`src/rtl/imm_gen_pipe.sv`:
```
// Decode-stage immediate generator: combinational RV32/RV64 immediate decode
// feeding a DEPTH-entry result FIFO with a saturating unrecognised-opcode counter.
module imm_gen_pipe #(
    parameter int XLEN  = 64,
    parameter int DEPTH = 2,
    parameter int TAG_W = 8
) (
    input  logic             clk,
    input  logic             rst,
    input  logic             flush,
    input  logic             in_valid,
    output logic             in_ready,
    input  logic [31:0]      in_instr,
    input  logic [TAG_W-1:0] in_tag,
    output logic             out_valid,
    input  logic             out_ready,
    output logic [XLEN-1:0]  out_imm,
    output logic [2:0]       out_fmt,
    output logic             out_err,
    output logic [TAG_W-1:0] out_tag,
    output logic [15:0]      err_count
);

    localparam int AW = $clog2(DEPTH);
    localparam int PW = AW + 1;
    localparam int EW = XLEN + 3 + 1 + TAG_W;

    typedef enum logic [2:0] {
        FMT_NONE = 3'd0,
        FMT_I    = 3'd1,
        FMT_S    = 3'd2,
        FMT_B    = 3'd3,
        FMT_U    = 3'd4,
        FMT_J    = 3'd5,
        FMT_SH   = 3'd6
    } fmt_e;

    logic [6:0]      opc;
    logic [2:0]      funct3;
    logic            sh_f3;
    logic [63:0]     imm64;
    fmt_e            dec_fmt;
    logic            dec_err;

    logic [EW-1:0]   mem [DEPTH];
    logic [PW-1:0]   wr_ptr;
    logic [PW-1:0]   rd_ptr;
    logic [PW-1:0]   count;
    logic            full;
    logic            push;
    logic            pop;

    // Immediates are built at 64 bits and truncated, so sign extension to
    // XLEN = 32 falls out of the same expressions.
    always_comb begin
        opc     = in_instr[6:0];
        funct3  = in_instr[14:12];
        sh_f3   = (funct3 == 3'b001) || (funct3 == 3'b101);
        imm64   = '0;
        dec_fmt = FMT_NONE;
        dec_err = 1'b0;
        case (opc)
            7'b0000011, 7'b1100111: begin
                dec_fmt = FMT_I;
                imm64   = {{52{in_instr[31]}}, in_instr[31:20]};
            end
            7'b0010011: begin
                if (sh_f3) begin
                    dec_fmt     = FMT_SH;
                    imm64[4:0]  = in_instr[24:20];
                    if (XLEN == 64) imm64[5] = in_instr[25];
                end else begin
                    dec_fmt = FMT_I;
                    imm64   = {{52{in_instr[31]}}, in_instr[31:20]};
                end
            end
            7'b0011011: begin
                if (XLEN != 64) begin
                    dec_err = 1'b1;
                end else if (sh_f3) begin
                    dec_fmt    = FMT_SH;
                    imm64[4:0] = in_instr[24:20];
                end else begin
                    dec_fmt = FMT_I;
                    imm64   = {{52{in_instr[31]}}, in_instr[31:20]};
                end
            end
            7'b0100011: begin
                dec_fmt = FMT_S;
                imm64   = {{52{in_instr[31]}}, in_instr[31:25], in_instr[11:7]};
            end
            7'b1100011: begin
                dec_fmt = FMT_B;
                imm64   = {{52{in_instr[31]}}, in_instr[7], in_instr[30:25],
                           in_instr[11:8], 1'b0};
            end
            7'b0110111, 7'b0010111: begin
                dec_fmt = FMT_U;
                imm64   = {{32{in_instr[31]}}, in_instr[31:12], 12'b0};
            end
            7'b1101111: begin
                dec_fmt = FMT_J;
                imm64   = {{44{in_instr[31]}}, in_instr[19:12], in_instr[20],
                           in_instr[30:21], 1'b0};
            end
            default: dec_err = 1'b1;
        endcase
    end

    assign full      = (count == PW'(DEPTH));
    assign in_ready  = !rst && !full;
    assign out_valid = (count != '0);
    assign push      = in_valid && in_ready;
    assign pop       = out_valid && out_ready;

    assign {out_imm, out_fmt, out_err, out_tag} = mem[rd_ptr[AW-1:0]];

    always_ff @(posedge clk) begin
        if (rst) begin
            wr_ptr    <= '0;
            rd_ptr    <= '0;
            count     <= '0;
            err_count <= '0;
            for (int unsigned i = 0; i < DEPTH; i++) mem[i] <= '0;
        end else if (flush) begin
            wr_ptr <= '0;
            rd_ptr <= '0;
            count  <= '0;
        end else begin
            if (push) begin
                mem[wr_ptr[AW-1:0]] <= {imm64[XLEN-1:0], dec_fmt, dec_err, in_tag};
                wr_ptr              <= wr_ptr + PW'(1);
                if (dec_err && (err_count != '1)) err_count <= err_count + 16'd1;
            end
            if (pop) rd_ptr <= rd_ptr + PW'(1);
            case ({push, pop})
                2'b10:   count <= count + PW'(1);
                2'b01:   count <= count - PW'(1);
                default: count <= count;
            endcase
        end
    end

endmodule

```
`config.mk`:
```
export PLATFORM = sky130hd
export DESIGN_NAME = imm_gen_pipe
export DESIGN_NICKNAME = d
export VERILOG_FILES = /design/src/rtl/imm_gen_pipe.sv
export SDC_FILE = /design/constraint.sdc
export NUM_CORES = 1
export LEC_CHECK = 0
export CAP_MARGIN = 20
export CORE_ASPECT_RATIO = 0.6
export CORE_MARGIN = 2
export CORE_UTILIZATION = 50
export CTS_CLUSTER_DIAMETER = 40
export DETAILED_ROUTE_END_ITERATION = 12
export HOLD_SLACK_MARGIN = 0.05
export PLACE_DENSITY = 0.9
export SYNTH_ARGS = -nofsm -noshare
export SYNTH_HDL_FRONTEND = slang
export SYNTH_SLANG_ARGS = --single-unit
```
`constraint.sdc`:
```
create_clock -name clk -period 3.6 [get_ports clk]
set_input_delay 1.08 -clock clk [delete_from_list [all_inputs] [get_ports clk]]
set_output_delay 1.08 -clock clk [all_outputs]
set_load 0.005 [all_outputs]
```
After elaboration in Yosys (flattened, before gate mapping):

Memories as Yosys holds them, arrays and structs flattened. A register that Yosys moved wholly into a read port is not among the register bits.
Cells that the tools add are included.

* memory bits (writable): 152
* bits of input ports: 45
* memories: 1
* output and inout port bits: 94
* word-level logic and storage cells: 60
* flip-flop bits (word level): 22

Memories
* mem: words 2, width 76, read ports 1, clocked after Yosys merged registers in 1, wr ports 2, RTL line 45 `logic [EW-1:0] mem [DEPTH];`

* eq/ne operators: 15
* bitwise gates (word level): 1
* mux-type cells: 18
* $add $sub $neg: 5
* reduce and logical (&&, ||, !) cells: 16

Operators with widths (number)
* case mux 64 bit (7 select lines): 1
* 2-to-1 mux 76 bit: 1
* OR reduction 76 bit: 1
* 2-to-1 mux 59 bit: 1
* 2-to-1 mux 58 bit: 1
* == test 7 x 5 -> 1 bit (second input constant): 3
* == test 7 bit (second input constant): 3
* case mux 3 bit (6 select lines): 1
* adder 16 x 1 -> 16 bit (second input constant): 1
* inequality test 16 bit (second input constant): 1
* == test 7 x 6 -> 1 bit (second input constant): 2
* 2-to-1 mux 1 bit: 11
* OR reduction 9 bit: 1
* OR reduction 2 bit: 4
* == test 7 x 2 -> 1 bit (second input constant): 1
* adder 2 x 1 -> 2 bit (second input constant): 3
* == test 2 bit (second input constant): 2
* logical AND 1 bit: 4
* case mux 2 bit (2 select lines): 1
* nonzero test 2 bit: 2
* == test 3 x 1 -> 1 bit (second input constant): 1
* == test 3 bit (second input constant): 1
* 2-to-1 mux 3 bit: 1
* AND reduction 3 bit: 1
* other kinds (5): 6

Longest topological paths before layout:

Gate-level depths: netlist of the first run.

* word-level depth: 10
* mapped depth: 8
* gate-level depth less buffers: 8

Worst setup path before layout of the first run:

No wires, ideal clock.

* path type: input port to flip-flop
* start: input port rst
* end: memory mem[0][0] in the netlist's numbering, enable pin
* path buffers: 2
* setup slack: 0.350 ns
* stages: 5
* data arrival time: 2.848 ns
* data required time: 3.198 ns
* setup time: 0.402 ns
* cell sequence: nor4b_4 -> nand2b_1 -> clkbuf_1 -> clkbuf_1 -> nand2_1

RTL lines
* from (decl): RTL line 9 `input logic rst,`
* to (decl): RTL line 45

Worst setup path in the final report of the first run:

* start: input port rst
* end: output port in_ready

* longest elaborated chain between the ends: 2

RTL lines
* logical NOT 1 bit: RTL line 111 `assign in_ready = !rst && !full;`
* logical AND 1 bit: RTL line 111
* to (decl): RTL line 12 `output logic in_ready,`

Every way passes these cells.

==> results.md, run 1 <==
- Clock Skews: 0.00518 ns
- Vias in the first global route: 3,937
- CTS hold repair buffers: 0
- Count of final setup violators: 0
- Worst-Margin Slew: 1.04 ns
- Deepest clock path buffer count: 2
- CTS root buf: clkbuf_16
- Global placer's final weighted congestion: 0.989
- First-pass GRT wire length: 20,600 um
- Fin. max-slew vios: 0
- Synthesized area: 5500 um2
- Via count: 4,118
- Post CTS Setup Buffer Count: 0
- Gate Count Post-Synth: 469
- Fillers: 773
- Total core area: 10,600 um2
- Total wire length: 13,400 um
- Leakage: 2.71 nW
- Worst IR Drop VDD: 0.257 mV
- Max-Cap Viols: 0
- Initial DRT Pass Iterations: 5
- Post-synth cell types: 55
- CP Class: in2out
- DRT antenna net count: 0
- Ranking of synthesized cells by area: edfxtp_1 (48%), mux2_2 (9.2%), dfxtp_1 (7.6%)
- Fin. Hold Viols: 0
- Final Hold Slack: 0.501 ns
- Worst reg-to-reg setup slack: 1.31 ns
- CP max stage cell: clkdlybuf4s50_1
- GRT Total Usage: 22.3%
- CTS tree: built
- CP max stage delay: 0.53 ns
- Primary FF master, synth: edfxtp_1
- WHS Endpoint: err_count[14]
- Tcrit/Tclk final: 93.2%
- RSZ-0062 raised after global routing: no
- Post-synthesis register bit count: 109
- Crit path max fanout: 3
- Register area share after synthesis: 55.7%
- Syn. warnings: 0
- Largest net degree at the start of global routing: 34
- Power Dens Cells: 374 nW/um2
- Syn Area/Cell: 11.7 um2
- R2R cell count: 6
- Number of DRC markers in iteration 0: 517
- Post-DP HPWL: 9680 um
- Hold path depth: 2
- Total grt overflow: 0
- Share of layout cells above drive strength 1: 16.2%
- Worst reg2reg path startpoint: err_count[0]
- # clock sinks: 109
- Worst hold-check path type: reg2reg
- Area grow syn2layout: 30.6%
- Hold path startpoint: err_count[14]
- Crit-path cells: clkdlybuf4s50_1 > nor2_1 > clkdlybuf4s50_1
- Fmax: 298 MHz
- Routed WL per cell: 18.6 um
- Arr. time, crit path: 2.28 ns
- Rel. slew slack: 30.1%
- Initial antenna violation count: 0
- Die span in x: 139 um
- Vias per inst: 5.72
- FFs w/ async S/R, synth: 0%
- CTS clk-pin slew, worst paths: 0.07 ns
- Port-buffer cells: 138
- Min Clock Period, post-route: 3.36 ns
- Most used cell, CP: clkdlybuf4s50_1
- Worst Setup End Kind: primary output
- Die height: 85.2 um
- Remaining DRCs: 0
- N_diodes: 0
- IO Count: 139
- Crit path launch type: input pin
- Setup TNS: 0 ns
- Status: finished, final reports clean
- Final nets: 623
- Reg2reg end: err_count[15]
- Core Rows: 29
- Synth top area share: 48.1%
- Req. time, crit path: 2.52 ns
- Resized Gates After CTS: 0
- H-tree levels: 3
- EDFF count, synth: 88
- Initial cell density of the core: 51.7%
- Die area: 11,900 um2
- CTS buffer count: 9
- Worst skew pair latency: 0.35 ns
- Leading area contributor after synthesis: edfxtp_1
- Syn Nets: 516
## kinds of logic after synthesis
kind of cell	after synthesis	synth area share, %
simple gates	149	14.9
flops	109	55.7
compound gates	89	10.9
buf+inv	64	6.83
mux	49	9.99
xor+xnor	7	1.12
fa+ha+maj	2	0.455
## cell usage in the layout, fill, tap and decap left out, types with 3 or more instances in the layout
master,synthesis,layout
nor3b_1,3,3
dfxtp_1,21,20
o21ai_0,9,9
nand4_1,3,3
nor2b_1,6,6
and2_1,21,21
nor3_1,11,11
o31ai_1,3,3
buf_4,33,12
clkbuf_16,0,9
nand3_1,10,10
a22oi_1,5,5
or4_1,3,3
clkdlybuf4s50_1,0,138
o21ai_1,3,3
mux2_2,45,45
a21o_1,22,22
or3_1,5,5
and3_1,12,12
xor2_1,3,3
inv_1,5,5
a21oi_1,31,31
edfxtp_1,88,88
nor2_1,36,36
xnor2_1,4,4
buf_12,0,5
clkinv_4,0,3
nand2_1,24,22
## cell usage after synthesis (4+ instances only)
library cell   n
a21o_1        22
a21oi_1       31
a22oi_1        5
and2_1        21
and3_1        12
buf_2          9
buf_4         33
clkbuf_1      15
dfxtp_1       21
edfxtp_1      88
inv_1          5
mux2_2        45
nand2_1       24
nand3_1       10
nor2_1        36
nor2b_1        6
nor3_1        11
o21ai_0        9
or3_1          5
xnor2_1        4
## how the worst max path moves through the flow
stage / depth (start not counted) / from / to / slack, ns
floorplan: 5 / rst / mem[0][0] / 0.35
global placement: 6 / in_instr[2] / mem[0][28] / 0.11
detailed placement: 6 / in_instr[6] / mem[0][27] / 0.03
CTS: 3 / rst / in_ready / 0.24
global route: 2 / flip-flop / out_imm[50] / 0.19
finish: 3 / rst / in_ready / 0.24
## area by class of cell
type / count / area (um2) / area share [%]
multi-input combinational: 296 / 2060 / 28.7
inverter: 5 / 18.8 / 0.261
tap: 139 / 174 / 2.42
sequential: 109 / 3060 / 42.7
clock buffer: 9 / 225 / 3.14
clock inverter: 7 / 61.3 / 0.854
timing repair buffer: 155 / 1570 / 21.9
## where the power goes
part | switching, mW | internal (mW) | leakage (nW)
Clock | 0.454 | 0.479 | 0.143
Sequential | 0.0157 | 1.40 | 1.08
Combinational | 0.146 | 0.185 | 1.48
## worst max-delay path: cells and delay by family
kind | cells | cell delay [ns]
simple gates | 1 | 0.19
buf+inv | 2 | 1.01
## sequential cells by signal (all words and copies together) (netlist names), named ones only
name / flops
err_count: 16
wr_ptr: 1
count: 2
rd_ptr: 1
mem: 88
## through the flow
stage | utilization, % | power (mW) | setup slack (ns) | std cells | cell area [um2]
after global placement | 64.8 | 1.77 | 0.114 | 704 | 6890
after global routing | 67.5 | 2.77 | 0.185 | 720 | 7180
after floorplan | - | 1.59 | 0.350 | 469 | 5500
after CTS | 67.5 | 2.70 | 0.244 | 720 | 7180
after detailed placement | 64.8 | 1.78 | 0.0327 | 704 | 6890
final | 67.5 | 2.68 | 0.244 | 720 | 7180
## per-layer routing
metal	global-route usage (%)	part of all wire, %	wire length [um]
met1	31.4	44	5850
met2	35.0	45	6050
met3	5.19	8.8	1170
met4	6.52	2.2	299
met5	0	0	0
No activity file was read; power rests on OpenSTA's default activity.
==> inputs of run 2 (changes only) <==
- CORE_UTILIZATION: 50 -> 40
- PLACE_DENSITY: 0.9 -> 0.76
==> results.md, run 2 (synthesized netlist as in run 1, its figures left out) <==
- Status: finished, final reports clean
- Total core area: 13,500 um2
- Area grow syn2layout: 31.7%
- Setup TNS: 0 ns
- Rel. slew slack: 50.9%
- Total wire length: 13,500 um
- Crit path max fanout: 2
- CP Capture Point: in_ready
- Vias per inst: 5.37
- Vias in the first global route: 3,856
- Crit path launch type: input pin
- Hold path startpoint: err_count[10]
- N_diodes: 0
- Worst hold-check path type: reg2reg
- RSZ-0062 raised after global routing: no
- Initial DRT Pass Iterations: 5
- Leakage: 2.72 nW
- Total grt overflow: 0
- CP Class: in2out
- Fin. Hold Viols: 0
- Routed WL per cell: 17.6 um
- Deepest clock path buffer count: 2
- CP startpoint: rst
- Die area: 14,700 um2
- Final nets: 631
- Worst reg2reg path startpoint: err_count[1]
- R2R cell count: 6
- Max-Cap Viols: 0
- Initial antenna violation count: 0
- Worst-Margin Slew: 0.731 ns
- Port-buffer cells: 138
- Core Rows: 33
- Post CTS Setup Buffer Count: 0
- Commonest non-fill, non-tap cell in the layout: clkdlybuf4s50_1
- Tcrit/Tclk final: 90.4%
- Reg2reg end: err_count[15]
- CTS tree: built
- Power Dens Cells: 382 nW/um2
- First-pass GRT wire length: 20,900 um
- Die height: 94.8 um
- Largest net degree at the start of global routing: 34
- Share of layout cells above drive strength 1: 17.3%
- CTS clk-pin slew, worst paths: 0.07 ns
- Clock Skews: 0.00835 ns
- CTS buffer count: 9
- DRT antenna net count: 0
- IO Count: 139
- Total Power: 2.77 mW
- Max reg flops: 88
- CTS hold repair buffers: 0
- Resized Gates After CTS: 0
- Arr. time, crit path: 2.18 ns
- Min Clock Period, post-route: 3.26 ns
- Post-DP HPWL: 9850 um
- Die span in x: 155 um
- Fin. max-slew vios: 0
- Count of final setup violators: 0
- Req. time, crit path: 2.52 ns
- Most frequent cells in the layout: clkdlybuf4s50_1 (138), edfxtp_1 (88), mux2_2 (45), nor2_1 (36), a21oi_1 (31)
- Remaining DRCs: 0
- Worst IR Drop VDD: 0.209 mV
- Biggest regs: mem x88, err_count x16, count x2
- Worst reg-to-reg setup slack: 1.33 ns
- H-tree levels: 3
- GRT Total Usage: 18.7%
- Global placer's final weighted congestion: 0.867
- Reg with most FFs: mem
- Worst skew pair latency: 0.35 ns
- # clock sinks: 109
- CTS root buf: clkbuf_16
- Number of DRC markers in iteration 0: 294
- Fmax: 307 MHz
- Via count: 4,102
- Worst Setup End Kind: primary output
- Initial cell density of the core: 40.6%
[run 2: area by class of cell]
class / count / area (um2)
Sequential cell: 109 / 3060
Inverter: 5 / 18.8
Multi-Input combinational cell: 296 / 2060
Clock buffer: 9 / 225
Timing Repair Buffer: 163 / 1570
Clock inverter: 7 / 81.3
Fill cell: 1167 / 6300
Tap cell: 175 / 219
[run 2: worst max-delay path, cell delays in order]
cell and delay, ns:
clkdlybuf4s50_1 0.43, nor2_1 0.15, clkdlybuf4s50_1 0.52
[run 2: how the worst min path moves through the flow]
stage	slack, ns	depth (start not counted)	endpoint
2_1_floorplan	0.48	2	err_count[10]
3_3_place_gp	0.48	2	err_count[10]
3_5_place_dp	0.50	2	err_count[10]
4_1_cts	0.51	2	err_count[10]
5_1_grt	0.55	2	err_count[14]
6_report	0.51	2	err_count[10]
[run 2: power breakdown]
group / switching (mW) / internal, mW / total, mW
logic: 0.145 / 0.182 / 0.327
clock network: 0.473 / 0.549 / 1.02
registers: 0.0137 / 1.40 / 1.42
total: 0.632 / 2.13 / 2.77
[run 2: through the flow]
| stage | cells | setup slack, ns | utilization [%] | hold slack [ns] | area, um2 |
|---|---|---|---|---|---|
| after global placement | 747 | 0.136 | 51.1 | 0.476 | 6930 |
| after floorplan | 469 | 0.350 | - | 0.483 | 5500 |
| final | 764 | 0.345 | 53.5 | 0.507 | 7240 |
| after detailed placement | 747 | 0.0631 | 51.1 | 0.495 | 6930 |
| after CTS | 763 | 0.338 | 53.4 | 0.508 | 7230 |
| after global routing | 764 | 0.302 | 53.5 | 0.549 | 7240 |
[run 2: metal layers]
layer / vias to the layer above / track usage (%) / share of wire, %
met5: - / 0 / 0
met1: 2027 / 28.1 / 49
met4: 0 / 4.43 / 0.96
li1: 1929 / - / -
met3: 11 / 3.85 / 6.1
met2: 135 / 27.6 / 44
==> inputs of run 3 (changes only) <==
- CTS_CLUSTER_DIAMETER: 40 -> 120
==> results of run 3 <==
The final DEF is identical to that of run 2; final timing and power are the same.
